===== config.mk =====
export PLATFORM = sky130hd
export DESIGN_NAME = dbg_bus_port_flat
export DESIGN_NICKNAME = d
export VERILOG_FILES = /design/src/rtl/dbg_bus_port_if.sv /design/src/rtl/dbg_bus_port.sv /design/src/flat_wrapper.sv
export SDC_FILE = /design/constraint.sdc
export NUM_CORES = 1
export LEC_CHECK = 0
export ABC_AREA = 1
export CORE_ASPECT_RATIO = 0.5
export CORE_UTILIZATION = 30
export CTS_BUF_LIST = sky130_fd_sc_hd__clkbuf_16
export DETAILED_ROUTE_END_ITERATION = 10
export PLACE_DENSITY = 0.54
export SLEW_MARGIN = 20
export SYNTH_ARGS = -nofsm -noshare
export SYNTH_HDL_FRONTEND = slang
export SYNTH_SLANG_ARGS = --single-unit

===== constraint.sdc =====
create_clock -name clk -period 1.75 [get_ports clk]
set_input_delay 0.175 -clock clk [delete_from_list [all_inputs] [get_ports clk]]
set_output_delay 0.175 -clock clk [all_outputs]
set_load 0.05 [all_outputs]

===== src/rtl/dbg_bus_port_if.sv =====
// Purpose: bundles the host, bus and snoop signals of dbg_bus_port.
// Latency: none (wires only).
// Backpressure: host_ready gates host_valid; bus_slot grants one drive cycle.
//
// Port summary (slave = dbg_bus_port, master = debug host / bus model):
//   host_data/host_valid -> FIFO push, host_ready <- FIFO has room
//   bus_slot             -> bus free for dbg in the next cycle
//   dbg_out/dbg_drive    <- word driven onto the wired-OR bus (zero when idle)
//   bus_in               -> resolved bus value seen by the snoop logic
//   snoop_req/snoop_ack  -> arm a capture / release a held capture
//   snoop_data/valid     <- captured bus word
//   fifo_count           <- current FIFO occupancy

interface dbg_bus_port_if #(
  parameter int word_width = 16,
  parameter int fifo_depth = 4
);
  localparam int cnt_width = $clog2(fifo_depth) + 1;

  logic [word_width-1:0] host_data;
  logic                  host_valid;
  logic                  host_ready;
  logic                  bus_slot;
  logic [word_width-1:0] dbg_out;
  logic                  dbg_drive;
  logic [word_width-1:0] bus_in;
  logic                  snoop_req;
  logic [word_width-1:0] snoop_data;
  logic                  snoop_valid;
  logic                  snoop_ack;
  logic [cnt_width-1:0]  fifo_count;

  modport slave (
    input  host_data, host_valid, bus_slot, bus_in, snoop_req, snoop_ack,
    output host_ready, dbg_out, dbg_drive, snoop_data, snoop_valid, fifo_count
  );

  modport master (
    output host_data, host_valid, bus_slot, bus_in, snoop_req, snoop_ack,
    input  host_ready, dbg_out, dbg_drive, snoop_data, snoop_valid, fifo_count
  );
endinterface


===== src/rtl/dbg_bus_port.sv =====
// Purpose: debug injection FIFO onto the wired-OR word bus plus a one-shot bus snoop.
// Latency: bus_slot in cycle N drives the head word in cycle N+1; push-to-drive needs a later slot.
// Backpressure: host_ready low while the FIFO is full; snoop holds its capture until snoop_ack.
//
// Ports:
//   clk    - system clock, rising edge
//   reset  - synchronous, active-high
//   bus    - dbg_bus_port_if.slave (host push, bus drive, bus snoop, occupancy)

`ifndef WORD_WIDTH
`define WORD_WIDTH 16
`endif

module dbg_bus_port #(
  parameter int word_width = `WORD_WIDTH,
  parameter int fifo_depth = 4
) (
  input  logic          clk,
  input  logic          reset,
  dbg_bus_port_if.slave bus
);

  localparam int cnt_width = $clog2(fifo_depth) + 1;
  localparam int ptr_width = $clog2(fifo_depth);

  typedef logic [word_width-1:0] word_t;
  typedef logic [cnt_width-1:0]  cnt_t;
  typedef logic [ptr_width-1:0]  ptr_t;

  // Snoop FSM encoding
  localparam logic [1:0] SNOOP_IDLE  = 2'b00;
  localparam logic [1:0] SNOOP_ARMED = 2'b01;
  localparam logic [1:0] SNOOP_HOLD  = 2'b10;

  // ---------------------------------------------------------------------------
  // Injection FIFO
  // ---------------------------------------------------------------------------
  word_t mem [fifo_depth];
  ptr_t  wr_ptr;
  ptr_t  rd_ptr;
  cnt_t  count;

  logic  ready;
  logic  push;
  logic  pop;

  // Ready depends only on registered occupancy, so a pop in the same cycle
  // never opens room for a push: a full FIFO refuses the word this cycle.
  assign ready = (count < cnt_t'(fifo_depth));
  assign push  = bus.host_valid & ready;
  // A push into an empty FIFO is not visible to pop until the next cycle,
  // so there is no bypass path from host_data to dbg_out.
  assign pop   = bus.bus_slot & (count != '0);

  // Storage carries no reset; validity is tracked by the pointers and count.
  always_ff @(posedge clk) begin
    if (push) begin
      mem[wr_ptr] <= bus.host_data;
    end
  end

  always_ff @(posedge clk) begin
    if (reset) begin
      wr_ptr <= '0;
      rd_ptr <= '0;
      count  <= '0;
    end else begin
      if (push) begin
        wr_ptr <= wr_ptr + ptr_t'(1);
      end
      if (pop) begin
        rd_ptr <= rd_ptr + ptr_t'(1);
      end
      // Simultaneous push and pop leaves the occupancy unchanged.
      if (push && !pop) begin
        count <= count + cnt_t'(1);
      end else if (pop && !push) begin
        count <= count - cnt_t'(1);
      end
    end
  end

  // ---------------------------------------------------------------------------
  // Bus drive
  // ---------------------------------------------------------------------------
  // The word register is reloaded every cycle: it carries the head word only
  // in the cycle following a granted slot and is forced to zero otherwise, so
  // a stale value can never leak onto the wired-OR bus.
  word_t dbg_out_q;
  logic  dbg_drive_q;

  always_ff @(posedge clk) begin
    if (reset) begin
      dbg_out_q   <= '0;
      dbg_drive_q <= 1'b0;
    end else if (pop) begin
      dbg_out_q   <= mem[rd_ptr];
      dbg_drive_q <= 1'b1;
    end else begin
      dbg_out_q   <= '0;
      dbg_drive_q <= 1'b0;
    end
  end

  // ---------------------------------------------------------------------------
  // Snoop FSM
  // ---------------------------------------------------------------------------
  logic [1:0] snoop_state;
  word_t      snoop_data_q;
  logic       snoop_valid_q;

  always_ff @(posedge clk) begin
    if (reset) begin
      snoop_state   <= SNOOP_IDLE;
      snoop_data_q  <= '0;
      snoop_valid_q <= 1'b0;
    end else begin
      case (snoop_state)
        SNOOP_IDLE: begin
          if (bus.snoop_req) begin
            snoop_state <= SNOOP_ARMED;
          end
        end
        SNOOP_ARMED: begin
          // Any non-idle bus value qualifies, including our own dbg_out word
          // once it has resolved onto the bus.
          if (bus.bus_in != '0) begin
            snoop_data_q  <= bus.bus_in;
            snoop_valid_q <= 1'b1;
            snoop_state   <= SNOOP_HOLD;
          end
        end
        SNOOP_HOLD: begin
          // A request arriving with the ack is dropped, not re-armed.
          if (bus.snoop_ack) begin
            snoop_valid_q <= 1'b0;
            snoop_state   <= SNOOP_IDLE;
          end
        end
        default: begin
          snoop_state   <= SNOOP_IDLE;
          snoop_valid_q <= 1'b0;
        end
      endcase
    end
  end

  // ---------------------------------------------------------------------------
  // Outputs
  // ---------------------------------------------------------------------------
  assign bus.host_ready  = ready;
  assign bus.fifo_count  = count;
  assign bus.dbg_out     = dbg_out_q;
  assign bus.dbg_drive   = dbg_drive_q;
  assign bus.snoop_data  = snoop_data_q;
  assign bus.snoop_valid = snoop_valid_q;

endmodule


===== src/flat_wrapper.sv =====
// flat-port wrapper written by rule: the top's interface ports become plain ports
module dbg_bus_port_flat 
#(
  parameter int word_width = `WORD_WIDTH,
  parameter int fifo_depth = 4
)
  (clk, reset, bus_host_data, bus_host_valid, bus_bus_slot, bus_bus_in, bus_snoop_req, bus_snoop_ack, bus_host_ready, bus_dbg_out, bus_dbg_drive, bus_snoop_data, bus_snoop_valid, bus_fifo_count);
  dbg_bus_port_if #(.word_width(word_width), .fifo_depth(fifo_depth)) bus_i ();
  input  logic clk;
  input  logic reset;
  input wire logic [$bits(bus_i.host_data)-1:0] bus_host_data;
  input wire logic [$bits(bus_i.host_valid)-1:0] bus_host_valid;
  input wire logic [$bits(bus_i.bus_slot)-1:0] bus_bus_slot;
  input wire logic [$bits(bus_i.bus_in)-1:0] bus_bus_in;
  input wire logic [$bits(bus_i.snoop_req)-1:0] bus_snoop_req;
  input wire logic [$bits(bus_i.snoop_ack)-1:0] bus_snoop_ack;
  output wire logic [$bits(bus_i.host_ready)-1:0] bus_host_ready;
  output wire logic [$bits(bus_i.dbg_out)-1:0] bus_dbg_out;
  output wire logic [$bits(bus_i.dbg_drive)-1:0] bus_dbg_drive;
  output wire logic [$bits(bus_i.snoop_data)-1:0] bus_snoop_data;
  output wire logic [$bits(bus_i.snoop_valid)-1:0] bus_snoop_valid;
  output wire logic [$bits(bus_i.fifo_count)-1:0] bus_fifo_count;
  assign bus_i.host_data = bus_host_data;
  assign bus_i.host_valid = bus_host_valid;
  assign bus_i.bus_slot = bus_bus_slot;
  assign bus_i.bus_in = bus_bus_in;
  assign bus_i.snoop_req = bus_snoop_req;
  assign bus_i.snoop_ack = bus_snoop_ack;
  assign bus_host_ready = bus_i.host_ready;
  assign bus_dbg_out = bus_i.dbg_out;
  assign bus_dbg_drive = bus_i.dbg_drive;
  assign bus_snoop_data = bus_i.snoop_data;
  assign bus_snoop_valid = bus_i.snoop_valid;
  assign bus_fifo_count = bus_i.fifo_count;
  dbg_bus_port #(.word_width(word_width), .fifo_depth(fifo_depth)) u_core (.clk(clk), .reset(reset), .bus(bus_i));
endmodule

==> impl_results.md, run 1 <==
* Clock network fraction of total power at 29.2%
* Total grt overflow at 0
* Largest net degree at the start of global routing at 21
* Slew Limit Fails at 0
* Net Count, Synth at 403
* Post-DP HPWL at 5350 µm
* # port buffers at 75
* Clk_lat worst skew at 0.34 ns
* All-Layer GR Usage at 12.5%
* Antenna fix cells at 0
* Max cap viols at 0
* Global placement routability congestion at 0.742
* Relative slew slack at 63.4%
* Worst-path cell chain: clkdlybuf4s50_1
* Crit path max-delay cell type: clkdlybuf4s50_1
* Vias in the first global route at 2686
* Initial antenna violation count at 0
* Reg power frac at 43.3%
* Setup CP Type: reg2out
* Initial Util at 31.3%
* Non-Filler Instances at 624
* Logic pwr share at 27.5%
* Commonest cells after routing, fill and taps aside: 78 x nor2_1, 69 x clkdlybuf4s50_1, 64 x edfxtp_1
* Mapped Avg Cell Area at 11.2 µm²
* Commonest register cell after synthesis: edfxtp_1
* Clock-pin slew on the worst setup and hold paths at 0.07 ns
* Storage cell area at 0.00279 mm²
* I/O Pins at 76
* Status: finished, violations left
* Fill count at 1220
* Post-DRT Antenna Nets at 0
* FFs w/ async S/R, synth at 0%
* Int Pwr at 4.84 mW
* Final setup vio count at 0
* Number of buffers created by CTS at 9
* Vias at 2770
* Switching power at 2.29 mW
* Wire per inst at 13.3 µm
* Via density at 4.44
* Placed Cells incl. Taps at 608
* Final Hold Violating Endpoints at 0
* Max Fclk at 0.587 GHz
* Tcrit/Tclk final at 97.3%
* Power Total at 7.13 mW
* Netlist cell types at 22
* P&R area growth vs syn at 34.9%
* Max Root-Sink Buffers at 2
* Core box area at 0.0129 mm²
* Cell area power density at 1310 mW/mm²
* CTS H-tree depth at 3
* Area of the mapped netlist at 0.00404 mm²
* Sequential fraction of the synthesis area at 68.9%
* Setup crit end kind: primary output
* Die H at 84.0 µm
* Post-route DRC at 2
* CTS tree: built
* Die width at 166 µm
* CTS sink cnt at 107
* Sw Ratio at 32.1%
* Layout cells sized above 1 at 16.1%
* Most common cell after layout, fill and taps aside: nor2_1
* Critical path launch point type: flip-flop
* Multi-input logic area at 0.00114 mm²
* Post-CTS Hold Fix Bufs at 0
* Max stage delay on crit path at 0.82 ns
* Setup WS pre-CTS at -0.111 ns
* First DRT Iteration DRCs at 137
* FP Rows at 29
* Die Area at 0.0140 mm²
* Area of placed instances at 0.00511 mm²
* Final Cell Area at 0.00545 mm²
* Actual slew at the worst max-slew pin at 0.547 ns
* Crit path time final at 1.70 ns
* CP bufs+invs at 1
* First-pass DRT Iterations at 7
* Worst Hold Class: in2reg
* First-pass GRT wire length at 13400 µm
* Cells after Synth at 359
* Worst vdd ir at 551 µV
* Final wirelength at 8320 µm
* Syn. warnings at 0
* Number of nets in the layout at 493
* Arrival time worst endpoint at 1.53 ns
* Failing checks: DRC
* Yosys reg bits at 107
* Clk_skew at 0.00662 ns
* CP Data Required Time at 1.57 ns
* CP max FO at 2
* EDFF count, synth at 64
* P_leak at 1.94 nW
* Setup bufs post-CTS at 0
* Root Driver: clkbuf_16
* Final setup margin at 0.0469 ns
* Largest delay share family, worst path: buffers and inverters
[sequential cells by signal (all words and copies together), names as in the netlist]
register	flops
u_core.bus.dbg_drive	1
u_core.bus.fifo_count	3
u_core.rd_ptr	2
u_core.snoop_state	2
u_core.bus.snoop_valid	1
u_core.bus.snoop_data	16
u_core.mem	64
u_core.wr_ptr	2
u_core.bus.dbg_out	16
[power by group through the flow]
stage / combinational, mW / sequential [mW] / clock (mW)
floorplan: 0.770 / 3.55 / 0
global placement: 1.91 / 3.14 / 0
detailed placement: 1.91 / 3.15 / 0
CTS: 1.92 / 3.09 / 2.14
global route: 2.15 / 3.12 / 2.25
finish: 1.96 / 3.09 / 2.08
[layout make-up]
type	instances	area share [%]
Sequential cell	107	51.2
Multi-Input combinational cell	218	21.0
Timing Repair Buffer	95	17.0
Clock buffer	9	4.14
Tap cell	170	3.91
Clock inverter	7	1.52
Inverter	18	1.31
[logic make-up after synthesis]
logic type               count (synthesis)  share of synthesized area [%]
AND/OR/NAND/NOR                        130                           14.3
XOR/XNOR                                 1                          0.217
AO/OA/AOI/OAI                           81                           10.8
adder cells (fa/ha/maj)                  6                           2.05
flip-flops                             107                           68.9
buffers and inverters                   34                           3.72
[synthesized netlist by cell type (3+ instances only)]
master / count / area share, %
nand3_1: 19 / 2.4
inv_1: 17 / 1.6
clkbuf_1: 5 / 0.46
o21ai_0: 38 / 4.7
a21oi_1: 34 / 4.2
edfxtp_1: 64 / 48
a21oi_2: 8 / 1.7
nand2_1: 20 / 1.9
dfxtp_1: 43 / 21
nand2_2: 8 / 1.2
ha_1: 5 / 1.5
nor2_4: 3 / 0.84
buf_2: 9 / 1.1
nor2_1: 78 / 7.3
[metal layers]
| metal | global-route usage [%] | up-vias | part of all wire, % |
|---|---|---|---|
| met2 | 19.9 | 64 | 46 |
| met4 | 3.57 | 0 | 0.48 |
| met1 | 15.7 | 1294 | 46 |
| met5 | 0 | - | 0 |
| li1 | - | 1408 | - |
| met3 | 4.93 | 4 | 7.1 |
[repair_timing]
action / in CTS / in global routing
setup endpoints to repair: 0 / 1
endpoints found under the hold margin: 0 / 0
gates resized for setup: 0 / 7
[final timing paths]
path / start / end / slack, ns / cells past startpoint
hold reg to reg: u_core.bus.snoop_valid$_SDFFE_PP0P_ / u_core.bus.snoop_valid$_SDFFE_PP0P_ / 0.47 / 2
setup reg to reg: u_core.bus.fifo_count[2]$_SDFFE_PP0P_ / u_core.bus.fifo_count[2]$_SDFFE_PP0P_ / 0.09 / 10
hold / removal: bus_snoop_req / u_core.snoop_state[0]$_SDFFE_PP0P_ / 0.41 / 3
setup / recovery: u_core.bus.snoop_data[11]$_SDFFE_PP0P_ / bus_snoop_data[11] / 0.05 / 1
[per-stage QoR]
step / util (%) / TNS [ns] / hold WS (ns)
6_report: 42.3 / 0 / 0.409
5_1_grt: 42.3 / -0.00786 / 0.405
4_1_cts: 42.0 / 0 / 0.396
3_5_place_dp: 39.7 / -0.111 / 0.456
3_3_place_gp: 39.7 / -0.102 / 0.447
2_1_floorplan: - / -7.57 / 0.274
Power figures use the tool's default switching activity.
==> inputs of run 2 (changes only) <==
--- a/config.mk
+++ b/config.mk
@@ -6,9 +6,11 @@
 export NUM_CORES = 1
 export LEC_CHECK = 0
 export ABC_AREA = 1
+export CAP_MARGIN = 5
 export CORE_ASPECT_RATIO = 0.5
 export CORE_UTILIZATION = 30
 export CTS_BUF_LIST = sky130_fd_sc_hd__clkbuf_16
+export CTS_CLUSTER_DIAMETER = 150
 export DETAILED_ROUTE_END_ITERATION = 10
 export PLACE_DENSITY = 0.54
 export SLEW_MARGIN = 20
==> results of run 2 <==
No change in the layout: final DEF, timing and power equal those of run 1.
==> inputs of run 3 (changes only) <==
--- a/config.mk
+++ b/config.mk
@@ -12,7 +12,7 @@
 export CTS_BUF_LIST = sky130_fd_sc_hd__clkbuf_16
 export CTS_CLUSTER_DIAMETER = 150
 export DETAILED_ROUTE_END_ITERATION = 10
-export PLACE_DENSITY = 0.54
+export PLACE_DENSITY = 0.64
 export SLEW_MARGIN = 20
 export SYNTH_ARGS = -nofsm -noshare
 export SYNTH_HDL_FRONTEND = slang
==> run 3 against run 2 <==
  * The flow still finishes with violations (DRC)
  * Via count grew 0.65%
  * Largest power group unchanged
  * Critical endpoint is now bus_snoop_data[14]
  * First-iteration DRC count up 38%
  * Critical path depth did not move
  * Clock power is essentially flat
  * Power shrank 1.7%
  * Maximum frequency decreased by 0.57%
==> impl_results.md, run 3 (synthesized netlist as in run 1, its figures left out) <==
* Status: finished, violations left
* Failing checks: DRC
* Slew Limit Fails at 0 (unchanged)
* Global placement routability congestion at 0.737 (-0.74%)
* Fill count at 1209 (-0.90%)
* Core box area at 0.0129 mm² (unchanged)
* Sum of negative setup slack at 0 ns (unchanged)
* Int Pwr at 4.76 mW (-1.7%)
* Clk_lat worst skew at 0.34 ns (about the same)
* CP max FO at 2 (unchanged)
* CP bufs+invs at 1 (unchanged)
* Non-Filler Instances at 618 (-0.96%)
* Post-CTS Hold Fix Bufs at 0 (unchanged)
* Worst Setup EP: bus_snoop_data[14]
* Root Driver: clkbuf_16
* Cell area power density at 1300 mW/mm² (-0.68%)
* Most common cell after layout, fill and taps aside: nor2_1
* Die H at 84.0 µm (unchanged)
* Worst Hold Class: in2reg
* Max stage delay on crit path at 0.82 ns (about the same)
* Switching power at 2.26 mW (-1.5%)
* Post-route DRC at 2 (unchanged)
* Die width at 166 µm (unchanged)
* Post-DRT Antenna Nets at 0 (unchanged)
* Die Area at 0.0140 mm² (unchanged)
* I/O Pins at 76 (unchanged)
* R2r startpoint: u_core.bus.fifo_count[2]$_SDFFE_PP0P_
* Vias in the first global route at 2700 (+0.52%)
* CP Depth at 1 (unchanged)
* Max Fclk at 0.584 GHz (-0.57%)
* Via density at 4.51 (+1.6%)
* First DRT Iteration DRCs at 189 (+38%)
* R2R Path End: u_core.bus.fifo_count[2]$_SDFFE_PP0P_
* Sw Ratio at 32.2% (+0.036 points)
* Number of nets in the layout at 487 (-1.2%)
* P_leak at 1.90 nW (-2.2%)
* Post-DP HPWL at 5170 µm (-3.3%)
* Number of buffers created by CTS at 9 (unchanged)
* Worst-path cell chain: clkdlybuf4s50_1
* Initial Util at 31.3% (unchanged)
* Setup bufs post-CTS at 0 (unchanged)
* Actual slew at the worst max-slew pin at 0.917 ns (+0.371 ns)
* Clock-pin slew on the worst setup and hold paths at 0.08 ns (about the same)
* Max reg flops at 64 (unchanged)
* Power Total at 7.01 mW (-1.7%)
* WHS at 0.440 ns (+0.0311 ns)
* Clock network fraction of total power at 29.7% (+0.5 points)
* Arrival time worst endpoint at 1.54 ns (about the same)
* Worst vdd ir at 488 µV (-11%)
* Wire per inst at 13.4 µm (+0.50%)
* Critical path launch point type: flip-flop
* Critical path origin: u_core.bus.snoop_data[14]$_SDFFE_PP0P_
* Antenna fix cells at 0 (unchanged)
* First-pass DRT Iterations at 7 (unchanged)
* Tcrit/Tclk final at 97.9% (+0.55 points)
* Largest delay share family, worst path: buffers and inverters
* All-Layer GR Usage at 12.6% (+0.096 points)
* Commonest cells after routing, fill and taps aside: 78 x nor2_1, 71 x clkdlybuf4s50_1, 64 x edfxtp_1
* Largest net degree at the start of global routing at 34 (+62%)
* FP Rows at 29 (unchanged)
* Final setup vio count at 0 (unchanged)
* Relative slew slack at 38.8% (-25 points)
* Final wirelength at 8280 µm (-0.47%)
* Logic pwr share at 26.5% (-1.0 points)
* First-pass GRT wire length at 13700 µm (+2.6%)
* Initial antenna violation count at 0 (unchanged)
* # port buffers at 75 (unchanged)
* Max cap viols at 0 (unchanged)
* Reg with most FFs: u_core.mem
* CTS H-tree depth at 3 (unchanged)
* Worst reg2reg setup slack at 0.05 ns (-0.04 ns)
* Layout cells sized above 1 at 14.3% (-1.8 points)
* Reg power frac at 43.8% (+0.5 points)
* Setup CP Type: reg2out
* Setup crit end kind: primary output
* CP Data Required Time at 1.57 ns (about the same)
* Crit path max-delay cell type: clkdlybuf4s50_1
* Resize count post-CTS at 1 (+1)
* CTS tree: built
* Placed Cells incl. Taps at 602 (-0.99%)
* P&R area growth vs syn at 33.6%
* Final Hold Violating Endpoints at 0 (unchanged)
* Crit path time final at 1.71 ns (+0.00971 ns)
* Vias at 2788 (+0.65%)
* Total grt overflow at 0 (unchanged)
* Max Root-Sink Buffers at 2 (unchanged)
* CTS sink cnt at 107 (unchanged)
* Clk_skew at 0.00792 ns (+0.00130 ns)
* Reg2Reg Depth at 10 (unchanged)
run 3: power by group through the flow:
stage	Clock [mW]	Combinational (mW)	Sequential [mW]
after detailed placement	0	1.86	3.13
after global placement	0	1.83	3.12
after floorplan	0	0.770	3.55
after global routing	2.24	2.03	3.10
after CTS	2.14	1.85	3.07
final	2.08	1.86	3.07
run 3: layout make-up:
cell class	count	area [µm²]	area share, %
Inverter	18	71.3	1.32
Clock inverter	7	87.6	1.62
Clock buffer	9	225	4.18
Sequential cell	107	2790	51.7
Timing Repair Buffer	89	885	16.4
Tap cell	170	213	3.94
Multi-Input combinational cell	218	1120	20.8
run 3: routing by layer:
layer	vias to the layer above	wire length (µm)	track usage (%)	share of wire [%]
met5	-	0	0	0
met4	0	104	4.33	1.3
met3	7	434	3.89	5.2
met2	64	3800	20.3	46
met1	1328	3940	16.0	48
li1	1389	-	-	-
run 3: worst min path at each step:
stage	from	endpoint	slack (ns)	depth (start not counted)
global placement	u_core.bus.snoop_data[4]$_SDFFE_PP0P_	u_core.bus.snoop_data[4]$_SDFFE_PP0P_	0.45	2
finish	bus_bus_in[4]	u_core.bus.snoop_data[4]$_SDFFE_PP0P_	0.44	3
floorplan	bus_host_data[0]	u_core.mem[0][0]$_DFFE_PP_	0.27	0
detailed placement	u_core.bus.snoop_data[6]$_SDFFE_PP0P_	u_core.bus.snoop_data[6]$_SDFFE_PP0P_	0.46	2
CTS	bus_bus_in[4]	u_core.bus.snoop_data[4]$_SDFFE_PP0P_	0.43	3
global route	bus_bus_in[4]	u_core.bus.snoop_data[4]$_SDFFE_PP0P_	0.45	3
run 3: through the flow:
| stage | setup WS [ns] | util, % | instance area (µm²) |
|---|---|---|---|
| after floorplan | -0.141 | - | 4060 |
| after global placement | -0.0895 | 39.4 | 5070 |
| after detailed placement | -0.146 | 39.4 | 5070 |
| after CTS | 0.00853 | 41.8 | 5380 |
| after global routing | -0.0255 | 41.9 | 5390 |
| final | 0.0372 | 41.9 | 5390 |
